## src/rtl/dmem_port_arbiter.sv

```systemverilog
// Data-memory port arbiter between the CPU load/store path and the UART loader.
// Optional starvation guard: define ARB_STARVE_GUARD_EN.
module dmem_port_arbiter #(
   parameter int ADDR_W       = 14,
   parameter int DATA_W       = 32,
   parameter int STARVE_LIMIT = 8
) (
   input  logic              clock,
   input  logic              rst,
   input  logic              boot_mode,
   input  logic              cpu_req,
   input  logic              cpu_we,
   input  logic [ADDR_W-1:0] cpu_addr,
   input  logic [DATA_W-1:0] cpu_wdata,
   output logic [DATA_W-1:0] cpu_rdata,
   output logic              cpu_stall,
   input  logic              ldr_req,
   input  logic              ldr_we,
   input  logic [ADDR_W-1:0] ldr_addr,
   input  logic [DATA_W-1:0] ldr_wdata,
   output logic              ldr_gnt,
   output logic              ldr_rvalid,
   output logic [DATA_W-1:0] ldr_rdata,
   output logic              mem_we,
   output logic [ADDR_W-1:0] mem_addr,
   output logic [DATA_W-1:0] mem_wdata,
   input  logic [DATA_W-1:0] mem_rdata,
   output logic [1:0]        owner,
   output logic [15:0]       ldr_words
);

   typedef enum logic [1:0] {
      NORMAL = 2'd0,
      BOOT   = 2'd1,
      DRAIN  = 2'd2
   } state_t;

   state_t state;
   logic   boot_q;
   logic   cpu_sel;
   logic   ldr_sel;
   logic   force_gnt;
   logic   boot_entry;

`ifdef ARB_STARVE_GUARD_EN
   localparam int CNT_W = $clog2(STARVE_LIMIT + 1);

   logic [CNT_W-1:0] starve_cnt;

   assign force_gnt = (state == NORMAL) & ldr_req
                    & (starve_cnt == CNT_W'(STARVE_LIMIT));

   always_ff @(posedge clock or posedge rst) begin
      if (rst) begin
         starve_cnt <= '0;
      end else if (!ldr_req || ldr_sel) begin
         starve_cnt <= '0;
      end else if (state == NORMAL &&
                   starve_cnt != CNT_W'(STARVE_LIMIT)) begin
         starve_cnt <= starve_cnt + 1'b1;
      end
   end
`else
   logic unused_starve_limit;

   assign unused_starve_limit = |STARVE_LIMIT;
   assign force_gnt = 1'b0;
`endif

   // Nothing is routed while reset is asserted.
   always_comb begin
      cpu_sel   = 1'b0;
      ldr_sel   = 1'b0;
      cpu_stall = 1'b0;
      if (!rst) begin
         case (state)
            NORMAL: begin
               if (force_gnt) begin
                  ldr_sel   = 1'b1;
                  cpu_stall = 1'b1;
               end else if (cpu_req) begin
                  cpu_sel = 1'b1;
               end else if (ldr_req) begin
                  ldr_sel = 1'b1;
               end
            end
            BOOT: begin
               cpu_stall = 1'b1;
               ldr_sel   = ldr_req;
            end
            DRAIN: begin
               cpu_stall = 1'b1;
            end
            default: begin
               cpu_stall = 1'b1;
            end
         endcase
      end
   end

   assign ldr_gnt   = ldr_sel;
   assign owner     = {ldr_sel, cpu_sel};
   assign mem_we    = ldr_sel ? ldr_we : (cpu_sel & cpu_we);
   assign mem_addr  = ldr_sel ? ldr_addr : cpu_addr;
   assign mem_wdata = ldr_sel ? ldr_wdata : cpu_wdata;
   assign cpu_rdata = mem_rdata;
   assign ldr_rdata = mem_rdata;

   assign boot_entry = (state != BOOT) & boot_q;

   always_ff @(posedge clock or posedge rst) begin
      if (rst) begin
         state      <= NORMAL;
         boot_q     <= 1'b0;
         ldr_rvalid <= 1'b0;
         ldr_words  <= 16'h0000;
      end else begin
         boot_q     <= boot_mode;
         ldr_rvalid <= ldr_sel & ~ldr_we;
         case (state)
            NORMAL:  if (boot_q) state <= BOOT;
            BOOT:    if (!boot_q) state <= DRAIN;
            DRAIN:   state <= boot_q ? BOOT : NORMAL;
            default: state <= NORMAL;
         endcase
         if (boot_entry) begin
            ldr_words <= 16'h0000;
         end else if (ldr_sel && ldr_we && ldr_words != 16'hFFFF) begin
            ldr_words <= ldr_words + 16'h0001;
         end
      end
   end

endmodule
```

## config.mk

```make
export PLATFORM = sky130hd
export DESIGN_NAME = dmem_port_arbiter
export DESIGN_NICKNAME = d
export VERILOG_FILES = /design/src/rtl/dmem_port_arbiter.sv
export SDC_FILE = /design/constraint.sdc
export NUM_CORES = 1
export LEC_CHECK = 0
export ABC_AREA = 1
export BUFFER_PORTS_ARGS = -buffer_cell sky130_fd_sc_hd__buf_2
export CAP_MARGIN = 10
export CORE_AREA = 2 2 101 103
export DETAILED_ROUTE_END_ITERATION = 7
export DIE_AREA = 0 0 103 105
export MAX_ROUTING_LAYER = met4
export PLACE_DENSITY = 0.63
export REMOVE_ABC_BUFFERS = 1
export SETUP_SLACK_MARGIN = 0.2
export SLEW_MARGIN = 20
export SYNTH_ARGS = -nofsm -noshare
export SYNTH_HDL_FRONTEND = slang
export SYNTH_SLANG_ARGS = --single-unit
```

## constraint.sdc

```tcl
create_clock -name clock -period 1.9 [get_ports clock]
set_clock_uncertainty 0.05 [all_clocks]
set_input_delay 0.19 -clock clock [delete_from_list [all_inputs] [get_ports clock]]
set_output_delay 0.19 -clock clock [all_outputs]
set_load 0.02 [all_outputs]
```

# [Word level (Yosys, flattened, before mapping)]
# Index checks and enable logic that the tools add are counted.
[classes] n_reduce_logical=5 n_addsub=1 n_mux=18 n_bitwise=4 n_eq_ne=6
[ops] operator="$mux 16" n=2
[ops] operator="$mux 32" n=1
[ops] operator="$add 16x1->16 const B" n=1
[ops] operator="$ne 16x16->1 const B" n=1
[ops] operator="$mux 14" n=1
[ops] operator="$mux 1" n=10
[ops] operator="$pmux 2 s3" n=1
[ops] operator="$mux 2" n=2
[ops] operator="$ne 2x2->1 const B" n=2
[ops] operator="$and 1x1->1" n=3
[ops] operator="$eq 2x1->1 const B" n=1
[ops] operator="$eq 2x2->1 const B" n=1
[ops] operator="$logic_and 1x1->1" n=2
[ops] operator="$logic_not 2->1" n=1
[ops] operator="$ne 2x1->1 const B" n=1
[ops] operator="$pmux 1 s2" n=1
[ops] operator="$reduce_and 2->1" n=1
[ops] operator="$reduce_bool 2->1" n=1
[ops] operator="$not 1->1" n=1
[word_totals] reg_bits=20 inputBits=131 word_cells=38

# [Longest topological paths before layout]
[depth] depth_word=8 depth_mapped=10 mapped_depth_nobuf=9

# [Worst setup path before layout]
# No wires, ideal clock.
[synth_timing] path_type="register to register" startpoint="reg ldr_words[0]" endpoint="reg ldr_words[2]" arrival_time_ns=1.513 required_ns=1.732 stages_incl_launch_ff=11 slack_ns=0.219 setup_ns=0.118 cell_sequence="dfrtp_1 -> ha_1 -> nand3_1 -> inv_2 -> nand2_2 -> nor2_4 -> nor2_4 -> nor2_8 -> buf_6 -> nand2_1 -> nand2_1"
[synth_via] elab_chain_cells=3 word_cells_on_any_way=6 classes_between="add/sub: 1; eq/ne: 1; mux: 2; reduce/logical: 2"
[synth_rtl] element="from (decl)" line="29" source="output logic [15:0] ldr_words"
[synth_rtl] element="from (signal assigned)" line="129" source="ldr_words <= ldr_words + 16'h0001;"
[synth_rtl] element="$add 16x1->16 / $ne 16x16->1 (equally long branches)" line="129, 128"
[synth_rtl] element="$mux 16 / $logic_and 1x1->1 (equally long branches)" line="128" source="end else if (ldr_sel && ldr_we && ldr_words != 16'hFFFF) begin"
[synth_rtl] element="$mux 16 / $reduce_bool 2->1 (equally long branches)"
# Parallel ways exist; a longest one is shown, timed or not. The select of a mux whose other input is x is not followed.
# A chain may end at the register's enable or synchronous reset.

# [Worst setup path after layout]
[layout_timing] startpoint="reg state[1]" endpoint="out mem_addr[13]"
[layout_via] elab_chain_cells=4 word_cells_on_any_way=5 classes_between="eq/ne: 1; mux: 3; reduce/logical: 1"
[layout_rtl] element="from (decl)" line="38" source="state_t state;"
[layout_rtl] element="from (signal assigned)" line="123" source="DRAIN: state <= boot_q ? BOOT : NORMAL;"
[layout_rtl] element="$eq 2x1->1 / $logic_not 2->1 (equally long branches)" line="76" source="case (state)"
[layout_rtl] element="$pmux 1 s2 (*)" line="76"
[layout_rtl] element="$mux 1 (*)" line="75" source="if (!rst) begin"
[layout_rtl] element="$mux 14 (*)" line="104" source="assign mem_addr = ldr_sel ? ldr_addr : cpu_addr;"
[layout_rtl] element="to (decl)" line="25" source="output logic [ADDR_W-1:0] mem_addr,"
# Every way passes the cells marked *; elsewhere a longest branch is shown, timed or not.

==> impl_metrics.tcl <==
set metrics [dict create \
    holdWs_ps 111 \
    antenna_found_initial 0 \
    tightest_slew_ps 331 \
    status "finished clean" \
    crit_type "flip-flop to output pin" \
    yosys.area_share.simple_pct 45.8 \
    synth_top_family_by_area "simple AND/OR/NAND/NOR gates" \
    cp_slowest_cell "dfrtp_1" \
    setup.worst_path.start "state[1]" \
    dr.pass1.iters 4 \
    insertion_delay_ps 270 \
    cts.reportedPaths.clkPinSlew_ps 70 \
    powerDensity_nw_per_um2 413 \
    numCtsBuffers 3 \
    p_seq_share_pct 26.4 \
    ys_warn_count 0 \
    clock_sinks 20 \
    antenna_cells 0 \
    io_buffer_count 166 \
    power_uw 1660 \
    internal_power_uw 1030 \
    rows 36 \
    worst_hold_startpoint "ldr_we" \
    cp_max_fo 6 \
    clkPwrFrac_pct 20.3 \
    area_growth_pct 78.1 \
    synth_fa_ha_area_share_pct 0.555 \
    worstPathArrival_ps 1590 \
    initial_core_util_pct 23.4 \
    die_y_um 105 \
    p_comb_share_pct 53.3 \
    synth_area_per_cell_um2 5.95 \
    die_w_um 103 \
    nets 635 \
    cp_top_family "buffers and inverters" \
    cp.depth 8 \
    synth_compound_area_share_pct 2.44 \
    multiInputGateArea_um2 1600 \
    seqCellArea_um2 500 \
    fin_crit_sh_pct 96.2 \
    max_slew_margin_pct 77.9 \
    grt_pass1_wl_um 17100 \
    hold-path-cell-count 2 \
    ant_nets 0 \
    synth.area.mux_share_pct 0 \
    fmax_mhz 547 \
    ys_ff_latch 20 \
    place_area_um2 2760 \
    cp.buffers_inverters 4 \
    dp_hpwl_um 9030 \
    final_common_cell "buf_2" \
    viasPerCell 4.54 \
    most-common-layout-cells "buf_2 (117), nand2_1 (106), nand2_2 (61)" \
    synthCells 379 \
    crit_path_end_kind "output pin" \
    regToRegStartpoint "state[1]" \
    yosysSeqAreaShare_pct 22.2 \
    maxCapViolations 0 \
    drive_gt1_share_pct 61.6 \
    grt_pass1_vias 2846 \
    ir_worst_vdd_mv 0.221 \
    ys_types 24 \
    switching_share_pct 37.8 \
    cts_tree "yes" \
    die-area_um2 10800 \
    fillers 995 \
    cp_slowest_stage_delay_ps 390 \
    drt-wirelength-per-cell_um 19.4 \
    via_count 2885 \
    hold_viol 0 \
    final_area_um2 4020 \
    groute.usage.overall_pct 21.9 \
    period_needed_ps 1830 \
    h-tree-depth 1 \
    place_congestion 0.932 \
    ios 263 \
    cts_root_buf "clkbuf_8" \
    core_um2 9640 \
    synth_area_um2 2260 \
    leakagePower_uw 0.00229 \
    detail_route.iter0.violations 70 \
    timing.critical_path.required_ps 1660 \
    synth-xor-area-share_pct 1.94 \
    reg2reg_depth 11 \
    drt_wl_total_um 12300 \
    path_cells "nor2_1 > nand3_2 > inv_4 > buf_6 > clkbuf_16 > nand2_2 > nand2_2 > buf_6" \
    min_path_type "input pin to flip-flop" \
    drc 0 \
    rsz0062_at_grt "true" \
    cp-start-kind "flip-flop" \
    slew_viol_final 0 \
    p_sw_uw 628 \
    clockBufferDepth 2 \
    setup_violations 0 \
    grt-ovfl-total 0 \
    grt_max_degree 25 \
]
power groups by stage:
| stage | logic, uW | clock network (uW) | registers, uW |
|---|---|---|---|
| 2_1_floorplan | 260 | 0 | 450 |
| 4_1_cts | 789 | 340 | 438 |
| 6_report | 885 | 338 | 438 |
| 5_1_grt | 938 | 364 | 438 |
| 3_3_place_gp | 533 | 0 | 446 |
| 3_5_place_dp | 539 | 0 | 447 |
per-layer routing:
layer  routed length (um)  track usage, %  vias up
met5                    0               -        -
met4                   70            2.63        0
met3                 1860            11.8        7
met2                 5290            30.8      213
met1                 5070            28.4     1315
li1                     -               -     1350
timing repair:
action / in CTS / in global routing
hold buffers: 2 / 0
setup buffers: 10 / 4
pin swaps: 15 / 38
gates cloned: 7 / 4
setup endpoints to repair: 62 / 65
resized for setup: 161 / 84
hold endpoints to repair: 5 / 0
synth_stat cells, drive strengths merged:
master / instances / area, um2
a21boi: 1 / 7.51
a21oi: 1 / 5.00
buf: 73 / 539
clkbuf: 6 / 22.5
dfrtp: 20 / 500
ha: 1 / 12.5
inv: 13 / 48.8
nand2: 202 / 763
nand3: 12 / 60.1
nand4: 11 / 68.8
nor2: 24 / 124
nor3: 1 / 5.00
o21ai: 4 / 20.0
o21bai: 3 / 22.5
or2: 2 / 12.5
xor2: 5 / 43.8
state kept, by name, indices dropped and copies added, names as in the netlist:
register and cells:
boot_q 1, state 2, ldr_rvalid 1, ldr_words 16
stage by stage:
step / TNS, ps / setup slack [ps] / utilization (%) / std cells
after floorplan: -61630 / -1200 / - / 300
after global placement: 0 / 214 / 28.6 / 604
after detailed placement: 0 / 144 / 28.6 / 604
after CTS: 0 / 57.2 / 37.5 / 627
after global routing: 0 / 22.9 / 41.7 / 635
final: 0 / 71.8 / 41.7 / 635
logic make-up (layout without fill, tap and decap cells):
group           Yosys count  in the layout
simple gates            252            253
flops                    20             20
xor+xnor                  5              5
compound gates            9              9
buf+inv                  92            214
fa+ha+maj                 1              1
final timing paths:
path | to | slack [ps]
worst max-delay path | mem_addr[13] | 70
worst min-delay path | ldr_rvalid | 110
worst max register to register | ldr_words[12] | 160
worst min register to register | state[1] | 440
max in group asynchronous | ldr_words[2] | 990
min in group asynchronous | state[1] | 350
final cells by class:
type                       count  share of cell area, %
timing repair buffer         197                   41.0
sequential                    20                   12.5
clock buffer                   4                   1.37
tap                          133                   4.14
inverter                      13                   1.28
multi-input combinational    268                   39.7
No activity file was read; power rests on OpenSTA's default activity.
